`src/rtl/useq_ctrl.sv`:
```
// useq_ctrl: microsequencer that sits directly upstream of the 23-bit control ROM.
//
// The block drives the ROM address (the uPC). It decodes the microword that the ROM
// returns combinationally in the same cycle. It runs the Robertson multiplier
// microprogram and owns that program's iteration counter.
//
// Microword layout: data[22:20] = cond, data[19:15] = target, data[14:0] = ctrl_word.
//
// Ports:
//   clk        rising-edge clock
//   reset      synchronous, active-high
//   start      level request to run the microprogram from address 0
//   step       (only with USEQ_STEP_EN) RUN advances only in cycles where step=1
//   status     datapath flags: [0] multiplier LSB, [1] sign/compare flag
//   addr       uPC, drives the ROM address
//   data       ROM word at addr (combinational, same cycle)
//   ctrl       datapath control strobes (zero outside executed RUN cycles)
//   busy       high in RUN
//   done       high in DONE
//   err        sticky illegal-address flag; cleared on reset or IDLE->RUN
//   count      iteration counter
//   dbg_state  FSM state (0 IDLE, 1 RUN, 2 DONE)
//
// Optional feature macro: USEQ_STEP_EN (adds the step input).
//
// Handshake: start is a level. It is sampled in IDLE to enter RUN. It is ignored
// in RUN. In DONE, start must drop before the block returns to IDLE, so there is
// no auto-restart.
module useq_ctrl #(
    parameter int ROM_DEPTH = 18,
    parameter int CNT_W     = 4,
    parameter int CNT_INIT  = 8,
    parameter int LD_BIT    = 13,
    parameter int DEC_BIT   = 3
) (
    input  logic             clk,
    input  logic             reset,
    input  logic             start,
`ifdef USEQ_STEP_EN
    input  logic             step,
`endif
    input  logic [1:0]       status,
    output logic [4:0]       addr,
    input  logic [22:0]      data,
    output logic [14:0]      ctrl,
    output logic             busy,
    output logic             done,
    output logic             err,
    output logic [CNT_W-1:0] count,
    output logic [1:0]       dbg_state
);

    localparam logic [1:0] S_IDLE = 2'd0;
    localparam logic [1:0] S_RUN  = 2'd1;
    localparam logic [1:0] S_DONE = 2'd2;

    logic [1:0]       state_q, state_d;
    logic [4:0]       upc_q, upc_d;
    logic [CNT_W-1:0] cnt_q, cnt_d;
    logic             err_q, err_d;

    logic [2:0]  cond;
    logic [4:0]  target;
    logic [14:0] ctrl_word;
    logic [4:0]  upc_inc;
    logic [4:0]  next_pc;
    logic        halt;
    logic        illegal;
    logic        adv;

    assign cond      = data[22:20];
    assign target    = data[19:15];
    assign ctrl_word = data[14:0];

    // The increment wraps 31->0 naturally. The legality check below catches any result outside the ROM.
    assign upc_inc = upc_q + 5'd1;

`ifdef USEQ_STEP_EN
    assign adv = step;
`else
    assign adv = 1'b1;
`endif

    always_comb begin
        next_pc = upc_inc;
        case (cond)
            3'b001:  next_pc = status[0] ? target : upc_inc;
            3'b010:  next_pc = status[1] ? target : upc_inc;
            // The branch tests the count as it stands before this word's LD/DEC takes effect.
            3'b011:  next_pc = (cnt_q == '0) ? target : upc_inc;
            3'b100:  next_pc = target;
            default: next_pc = upc_inc;  // 000 and the reserved codes 101-111
        endcase
    end

    assign halt    = (cond == 3'b100) && (target == upc_q);
    assign illegal = {27'd0, next_pc} >= ROM_DEPTH;

    always_comb begin
        state_d = state_q;
        upc_d   = upc_q;
        cnt_d   = cnt_q;
        err_d   = err_q;
        ctrl    = '0;
        case (state_q)
            S_IDLE: begin
                upc_d = '0;
                if (start) begin
                    state_d = S_RUN;
                    err_d   = 1'b0;
                end
            end
            S_RUN: begin
                if (adv) begin
                    ctrl = ctrl_word;
                    // When one word sets both bits, the load takes priority over the decrement.
                    if (ctrl_word[LD_BIT]) begin
                        cnt_d = CNT_W'(CNT_INIT);
                    end else if (ctrl_word[DEC_BIT] && (cnt_q != '0)) begin
                        cnt_d = cnt_q - 1'b1;
                    end
                    if (halt) begin
                        state_d = S_DONE;
                    end else if (illegal) begin
                        // On an illegal next address, uPC stays on the offending word so it can be debugged.
                        err_d   = 1'b1;
                        state_d = S_DONE;
                    end else begin
                        upc_d = next_pc;
                    end
                end
            end
            S_DONE: begin
                if (!start) begin
                    state_d = S_IDLE;
                    upc_d   = '0;
                end
            end
            default: begin
                state_d = S_IDLE;
                upc_d   = '0;
            end
        endcase
    end

    always_ff @(posedge clk) begin
        if (reset) begin
            state_q <= S_IDLE;
            upc_q   <= '0;
            cnt_q   <= '0;
            err_q   <= 1'b0;
        end else begin
            state_q <= state_d;
            upc_q   <= upc_d;
            cnt_q   <= cnt_d;
            err_q   <= err_d;
        end
    end

    assign addr      = upc_q;
    assign busy      = (state_q == S_RUN);
    assign done      = (state_q == S_DONE);
    assign err       = err_q;
    assign count     = cnt_q;
    assign dbg_state = state_q;

endmodule
```
`config.mk`:
```
export PLATFORM = sky130hd
export DESIGN_NAME = useq_ctrl
export DESIGN_NICKNAME = d
export VERILOG_FILES = /design/src/rtl/useq_ctrl.sv
export SDC_FILE = /design/constraint.sdc
export NUM_CORES = 1
export LEC_CHECK = 0
export CAP_MARGIN = 5
export CORE_MARGIN = 10
export CORE_UTILIZATION = 39
export CTS_CLUSTER_SIZE = 8
export DETAILED_ROUTE_END_ITERATION = 8
export PLACE_DENSITY = 0.8
export SYNTH_ARGS = -nofsm -noshare
export SYNTH_HDL_FRONTEND = slang
export SYNTH_SLANG_ARGS = --single-unit
```
`constraint.sdc`:
```
create_clock -name clk -period 2.4 [get_ports clk]
set_input_delay 0.24 -clock clk [delete_from_list [all_inputs] [get_ports clk]]
set_output_delay 0.24 -clock clk [all_outputs]
set_load 0.05 [all_outputs]
```
==> summary.md <==
| Metric | Value |
|---|---|
| CTS root buf | `clkbuf_4` |
| Critical Path RT | `~2.6 ns` |
| Register area | `241 sq um` |
| Psw | `266 uW` |
| Via Count | `1167` |
| Highest Clock Rate | `roughly 460 MHz` |
| Worst-path clk slew | `0.08 ns` |
| Num CTS Buffers | `3` |
| GRT overflow | `0` |
| Post-cts sizing count | `0` |
| Rel. slew slack | `0.653` |
| Max rail drop VDD | `0.304 mV` |
| Main synth FF type | `dfxtp_1` |
| Multi-input logic area | `776 sq um` |
| Post-DRT Antenna Nets | `0` |
| Num rows | `18` |
| Core Region | `around 2500 sq um` |
| Syn-to-layout area delta | `74.0%` |
| Post-synthesis mux area share | `0.0688` |
| Largest stage delay, worst path | `around 0.43 ns` |
| Clock sinks | `12` |
| Crit-path slowest cell | `a221oi_4` |
| Simple-gate share of the synthesized area | `0.317` |
| Hold-fix buffer count after cts | `0` |
| Die Ht | `72.5 um` |
| Status | `complete, no violations` |
| Mean post-synth cell area | `roughly 8.0 sq um` |
| Cell repeated most along the worst path | `mux2i_1` |
| DP HPWL | `3010 um` |
| Power per cell area | `393 nW/um^2` |
| Slew Viols, Final | `0` |
| Synth unique cells | `41` |
| H-Tree Level Count | `1` |
| Worst clock skew | `between 0.005 and 0.006 ns` |
| Crit path DAT | `2.36 ns` |
| Worst skew pair latency | `0.28 ns` |
| Final #Nets | `223` |
| Static Leak | `0.727 nW` |
| Synthesized Nets | `165` |
| Most frequent cells in the layout | `clkdlybuf4s50_1, buf_12, and2_1` |
| Clock Path Buffers | `2` |
| Compound-Gate Fraction of Synth Area | `0.212` |
| Synth Area in XOR/XNOR | `0.0897` |
| Main combinational cell family by area after synthesis | `simple AND/OR/NAND/NOR gates` |
| Antenna Diode Count | `0` |
| First-pass GRT wire length | `5870 um` |
| Die Area | `5250 sq um` |
| HP Class | `reg -> reg` |
| Crit path kind | `reg -> reg` |
| CP Max Fanout | `7` |
| Post-Syn Instances | `134` |
| Pre-CTS WS | `0.0894 ns` |
| Setup-failing EPs final | `0` |
| First-pass DRT Iterations | `4` |
| Routability Congestion | `0.978` |
| Largest net degree at the start of global routing | `20` |
| Routed Wire Length | `3580 um` |
| PortBufs | `56` |
| Register area share after synthesis | `0.224` |
| Post-synth EDFFs | `0` |
| Synthesis Warnings | `0` |
| 1st-iter DRT viols | `41` |
| Layout cell share with drive strength beyond 1 | `0.178` |
| Initial antenna violation count | `0` |
| Worst setup EP type | `flip-flop` |
| Combinational share of power | `0.484` |
| DRC Markers | `0` |
| Worst-path cell chain | `inv_1 -> ha_1 -> nor3b_2 -> mux2i_1 -> o22ai_4 -> mux2i_2 -> a221oi_4 -> mux2i_1` |
| I/O pin cnt | `57` |
| Async S/R FF share, synth | `0` |
| DIE WIDTH | `72.5 um` |
| Internal | `469 uW` |
| WL/cell | `between 15 and 20 um` |
| TNS Setup | `0 ns` |
| Sequential Power Share | `0.295` |
| Post-route worst setup slack | `0.243 ns` |
| Postcts setup bufs | `0` |
| Vias in the first global route | `~1200` |
| Initial Utilization | `0.422` |
| Leading cell type in the layout, fill and taps excluded | `clkdlybuf4s50_1` |
| Endpoints failing hold | `0` |
| Nature of the critical path startpoint | `flip-flop` |
| Final period util | `0.899` |
| Aggregate global-route resource usage | `0.134` |
| Avg Vias per Cell | `5.28` |
| CTS tree | `built` |
| Sw frac | `0.362` |
| Cell area after synthesis | `about 1100 sq um` |
| Clock network power share | `0.220` |
| Slew of the pin with the lowest slew margin | `0.519 ns` |
| Max-cap viol count | `0` |
| Fillcell total | `200` |
| Final min period | `around 2.2 ns` |
| Unrepaired setup endpoints after global routing | `no` |
| Register bit total from synthesis | `12` |
| Post-synthesis adder-cell area fraction | `0.0350` |
## registers in the layout, summed over array words and instances, names as in the netlist
signal and count:
dbg_state 2, addr 5, count 4, err 1
## worst max-delay path, delay by kind of cell, from the launching register on
| kind | cells | cell delay, ns |
|---|---|---|
| compound gates | 2 | 0.59 |
| fa+ha+maj | 1 | 0.19 |
| buf+inv | 1 | 0.09 |
| flops | 1 | 0.38 |
| mux | 3 | 0.67 |
| simple gates | 1 | 0.16 |
## layer usage
layer / up-vias / global-route usage / share of wire
li1: 584 / - / -
met1: 522 / 0.162 / 0.44
met5: - / 0 / 0
met4: 0 / 0.0549 / 0.020
met2: 55 / 0.224 / 0.46
met3: 6 / 0.0272 / 0.085
## per-stage QoR
step	total power [mW]	cell area [sq um]	hold slack, ns	utilization	std cells
final	0.734	1870	0.479	0.734	221
after global routing	0.766	1870	0.537	0.734	221
after CTS	0.738	1870	0.485	0.734	221
after detailed placement	0.578	1830	0.474	0.720	217
after global placement	0.571	1830	0.470	0.720	217
after floorplan	0.411	1080	0.424	-	134
## final timing paths
kind / startpoint / endpoint / slack, ns / cells past startpoint
min: err / err / 0.48 / 2
max: count[1] / addr[0] / 0.24 / 8
min reg2reg: err / err / 0.48 / 2
max reg2reg: count[1] / addr[0] / 0.24 / 8
## Yosys cell counts (all sizes together) (2+ instances only)
library cell,n,area [sq um]
a32oi,2,17.5
xor2,9,78.8
o21ai,2,10.0
nor2b,3,18.8
o32ai,4,35.0
nor3b,2,20.0
buf,2,16.3
a31oi,3,18.8
and2b,2,16.3
xnor2,2,17.5
inv,5,18.8
a21oi,8,43.8
and2,14,87.6
mux2i,7,73.8
nor3,5,25.0
clkbuf,6,22.5
nand3,4,20.0
nand2,4,15.0
nor2,11,41.3
nand2b,10,62.6
ha,3,37.5
dfxtp,12,240
## layout make-up
class	count	share of cell area
inverter	5	0.0100
sequential	12	0.129
clock buffer	4	0.0194
multi-input combinational	109	0.415
timing repair buffer	61	0.406
tap	30	0.0201
## cell families (layout without fill, tap and decap cells)
group | count (synthesis) | after routing
AOI/OAI and AO/OA | 28 | 28
xor gates and xnor gates | 11 | 11
adders and majority gates | 3 | 3
buffers and inverters | 13 | 70
DFF | 12 | 12
muxes | 7 | 7
and+or+nand+nor | 60 | 60
## power groups by stage
stage	Sequential (mW)	Combinational (mW)	Clock (mW)
after global routing	0.218	0.376	0.172
after detailed placement	0.221	0.356	0
final	0.217	0.356	0.162
after CTS	0.217	0.358	0.164
after floorplan	0.244	0.167	0
after global placement	0.221	0.350	0
Power figures use the tool's default switching activity.
==> RTL edit 1: new RTL, config.mk and constraints unchanged <==
The parameter `CNT_W` goes from 4 to 5.
--- a/src/rtl/useq_ctrl.sv
+++ b/src/rtl/useq_ctrl.sv
@@ -30,3 +30,3 @@
     parameter int ROM_DEPTH = 18,
-    parameter int CNT_W     = 4,
+    parameter int CNT_W     = 5,
     parameter int CNT_INIT  = 8,
Interface: changed (resized count); port bits go from 57 to 58. The function was not compared with the original's and may differ.
==> RTL edit 1 against the original RTL <==
Critical path depth up 1. Total power up 1.3%. Design area decreased by 4.6%. Critical endpoint is now addr[4]$_SDFFE_PP0P_. Via count up 9.3%. Worst setup slack worse by 0.15 ns. Global-route usage down 0.18 points. Core utilization fell by 7.6 points. Highest routed layer unchanged. Area after synthesis up 0.82%. Sequential cell count up 1. Wire length is 0.17% higher.
==> RTL edit 1: results (changes against the original RTL) <==
metric,value,unit,change
result_of_the_run,"finished, final reports clean",,
grt_pass1_wl,5890,microns,+0.34%
netlist_top_cells_count,"sky130_fd_sc_hd__and2_1 (15), sky130_fd_sc_hd__dfxtp_1 (13), sky130_fd_sc_hd__nor2_1 (12)",,
wl_met2,1710,microns,+4.5%
met3_usage,5.44,%,+2.7 points
critPathSlowestCell,sky130_fd_sc_hd__or4_1,,
path_delay_family,simple AND/OR/NAND/NOR gates,,
worstPathMaxFanout,5,,-2
worstRegToRegCells,9,,+1
comb-power,0.000375,W,+5%
rr_startpoint,count[0]$_SDFFE_PP0P_,,
detail_route.wl_per_cell,14.8,microns,-8.5%
ctsResizeCount,1,,+1
critPathCapture,addr[4]$_SDFFE_PP0P_,,
mappedNetlistNets,175,,+6.1%
met3_wirelength,400,microns,+31%
post_synth.cell_area_avg,7.52,sq um,-6.2%
post-layout-total-power,0.000744,W,+1.3%
vias_in_the_first_global_route,1262,,+4.0%
layout-drive-gt1-share,21.3,%,+3.5 points
p_clk,0.000134,W,-17%
maximum_cell_stage_delay_along_the_critical_path,0.51,ns,+0.08 ns
synth-adder-area-share,3.47,%,-0.028 points
groute.layer.met1.usage,14.6,%,-1.6 points
yosys-mux-area-fraction,4.05,%,-2.8 points
dr.first_iter.drc_count,69,,+68%
synth.yosys.seq_area_share,24.0,%,+1.7 points
vdd_drop_max,0.000478,V,+57%
placed_area,0.00172,sq mm,-6.4%
globalplace.congestion,0.856,,-13%
detail_route.wirelength.met1,1450,microns,-7.6%
yosys.cell_types.count,42,,+2.4%
met2_usage,22.8,%,+0.48 points
biggest_area_contributors_in_the_synthesized_netlist,"sky130_fd_sc_hd__dfxtp_1 (24%), sky130_fd_sc_hd__and2_1 (8.7%), sky130_fd_sc_hd__xor2_1 (4.9%), sky130_fd_sc_hd__nor2_1 (4.2%), sky130_fd_sc_hd__xnor2_1 (4.0%)",,
grt_usage,13.2,%,-0.18 points
avgViaCountPerCell,5.27,,-0.15%
whs,0.525,ns,+0.0453 ns
synth_xor_area_share,8.90,%,-0.073 points
grt_max_degree,21,,+5.0%
p_int,0.000450,W,-3.9%
==> RTL edit 1: cell types whose count changed in the layout (fill, tap and decap cells not counted), moves of 2 or more <==
cell                       delta
sky130_fd_sc_hd__nor2b_1      -2
sky130_fd_sc_hd__or4_1        +2
sky130_fd_sc_hd__nand2_1      +6
sky130_fd_sc_hd__mux2i_1      -3
sky130_fd_sc_hd__buf_4       +28
sky130_fd_sc_hd__nor4_1       +2
sky130_fd_sc_hd__a32oi_1      -2
sky130_fd_sc_hd__nand2b_1     -5
sky130_fd_sc_hd__dfxtp_4      +2
sky130_fd_sc_hd__xnor2_1      +3
sky130_fd_sc_hd__xor2_1       -3
sky130_fd_sc_hd__buf_12      -16
==> RTL edit 1: final cells by class <==
class / instances / area, sq um
clock inverters: 1 / 5.00
clock buffers: 3 / 22.5
flip-flops and latches: 13 / 269
inverters: 6 / 22.5
fillers: 235 / 927
well taps: 31 / 38.8
repair buffers: 74 / 658
multi-input cells: 114 / 767
==> RTL edit 2: new RTL, config.mk and constraints unchanged <==
Made on the original files. Add an input register stage for `start`, `status` and `data`, with the module's reset; this delays them by one clock. Comments in the files are not updated.
--- a/src/rtl/useq_ctrl.sv
+++ b/src/rtl/useq_ctrl.sv
@@ -56,2 +56,18 @@
 
+    logic start_q;
+    logic [1:0] status_q;
+    logic [22:0] data_q;
+
+    always_ff @(posedge clk) begin
+        if (reset) begin
+            start_q  <= '0;
+            status_q <= '0;
+            data_q   <= '0;
+        end else begin
+            start_q  <= start;
+            status_q <= status;
+            data_q   <= data;
+        end
+    end
+
     logic [1:0]       state_q, state_d;
@@ -70,5 +86,5 @@
 
-    assign cond      = data[22:20];
-    assign target    = data[19:15];
-    assign ctrl_word = data[14:0];
+    assign cond      = data_q[22:20];
+    assign target    = data_q[19:15];
+    assign ctrl_word = data_q[14:0];
 
@@ -86,4 +102,4 @@
         case (cond)
-            3'b001:  next_pc = status[0] ? target : upc_inc;
-            3'b010:  next_pc = status[1] ? target : upc_inc;
+            3'b001:  next_pc = status_q[0] ? target : upc_inc;
+            3'b010:  next_pc = status_q[1] ? target : upc_inc;
             // The branch tests the count as it stands before this word's LD/DEC takes effect.
@@ -107,3 +123,3 @@
                 upc_d = '0;
-                if (start) begin
+                if (start_q) begin
                     state_d = S_RUN;
@@ -133,3 +149,3 @@
             S_DONE: begin
-                if (!start) begin
+                if (!start_q) begin
                     state_d = S_IDLE;
Behaviour: not the same (a bounded check fails within 4 cycles, from zero or initial values and one cycle with reset high).
==> RTL edit 2 against the original RTL <==
Critical path depth did not move. Area after synthesis is 65% higher. Synthesized cell count grew 49%. Design area is 30% higher. Global-route usage fell by 2.3 points. Worst setup slack improved by 0.066 ns. Total power up 82%. Largest power group is now registers. Final cell count up 40%. Sequential cell count grew 26. Wire length increased by 16%.
==> RTL edit 2: results (changes against the original RTL) <==
metric,value,unit,change
post_synth.cell_area_avg,8.91,sq um,+11%
path_delay_family,compound AO/OA/AOI/OAI gates,,
routed-via-count,1525,,+31%
clk_root_buffer_cell,sky130_fd_sc_hd__clkbuf_8,,
cts_inserted_buffers,5,,+2
largest_register_ffs,23,,+18
fillerInstances,403,,+100%
placed_area,0.00233,sq mm,+27%
synth.yosys.seq_area_share,42.9,%,+21 points
min-delay-start,data[19],,
whs,0.496,ns,+0.0164 ns
mappedNetlistNets,230,,+39%
rr_startpoint,count[0]$_SDFFE_PP0P_,,
clkbuf_count,7,,+3
postRouteWirelength,4140,microns,+16%
placed_cells,302,,+39%
nNonClkInverters,9,,+4
fin_skew,0.00739,ns,+0.00153 ns
result_of_the_run,"finished, final reports clean",,
netlist_top_cells_count,"sky130_fd_sc_hd__dfxtp_1 (38), sky130_fd_sc_hd__nor2b_1 (28), sky130_fd_sc_hd__nor2_1 (15)",,
nets,288,,+29%
p_leak,0.978,nW,+35%
dp_worst_setup_slack,0.328,ns,+0.239 ns
avgViaCountPerCell,4.92,,-6.8%
fp.coreArea,0.00438,sq mm,+72%
p_int,0.000993,W,+110%
number_of_clock_sinks_seen_by_cts,38,,+26
clock_tree_area_fraction,3.77,%,+1.8 points
worst-endpoint-arrival,2.28,ns,-0.08 ns
==> RTL edit 2: power by group through the flow <==
stage | combinational (W) | sequential [W] | clock [W]
global route | 0.000232 | 0.000682 | 0.000489
global placement | 0.000212 | 0.000692 | 0
floorplan | 0.000125 | 0.000697 | 0
finish | 0.000212 | 0.000678 | 0.000449
detailed placement | 0.000214 | 0.000693 | 0
CTS | 0.000214 | 0.000678 | 0.000467
==> RTL edit 2: metal layers <==
metal / vias up / global-route usage [%] / wire (microns)
met5: - / 0 / 0
met4: 0 / 5.22 / 43
met3: 6 / 7.30 / 512
met2: 59 / 17.1 / 1940
met1: 677 / 11.5 / 1640
li1: 783 / - / -
==> RTL edit 2: cell families (layout without fill, tap and decap cells) <==
logic type / after synthesis / in the layout / share of synthesized area (%)
xor+xnor: 5 / 5 / 2.47
compound gates: 34 / 34 / 12.6
buf+inv: 19 / 78 / 5.64
mux: 8 / 8 / 5.01
flops: 38 / 38 / 42.9
simple gates: 92 / 92 / 29.3
fa+ha+maj: 3 / 3 / 2.12
==> RTL edit 2: worst max-delay path by stage <==
stage / from / to / slack [ns] / cells past startpoint
2_1_floorplan: count[0]$_SDFFE_PP0P_ / addr[0]$_SDFFE_PP0P_ / 0.05 / 9
3_3_place_gp: count[0]$_SDFFE_PP0P_ / addr[0]$_SDFFE_PP0P_ / 0.37 / 8
3_5_place_dp: count[0]$_SDFFE_PP0P_ / addr[0]$_SDFFE_PP0P_ / 0.33 / 8
4_1_cts: count[0]$_SDFFE_PP0P_ / addr[0]$_SDFFE_PP0P_ / 0.31 / 8
5_1_grt: count[0]$_SDFFE_PP0P_ / addr[0]$_SDFFE_PP0P_ / 0.14 / 8
6_report: count[0]$_SDFFE_PP0P_ / addr[0]$_SDFFE_PP0P_ / 0.31 / 8
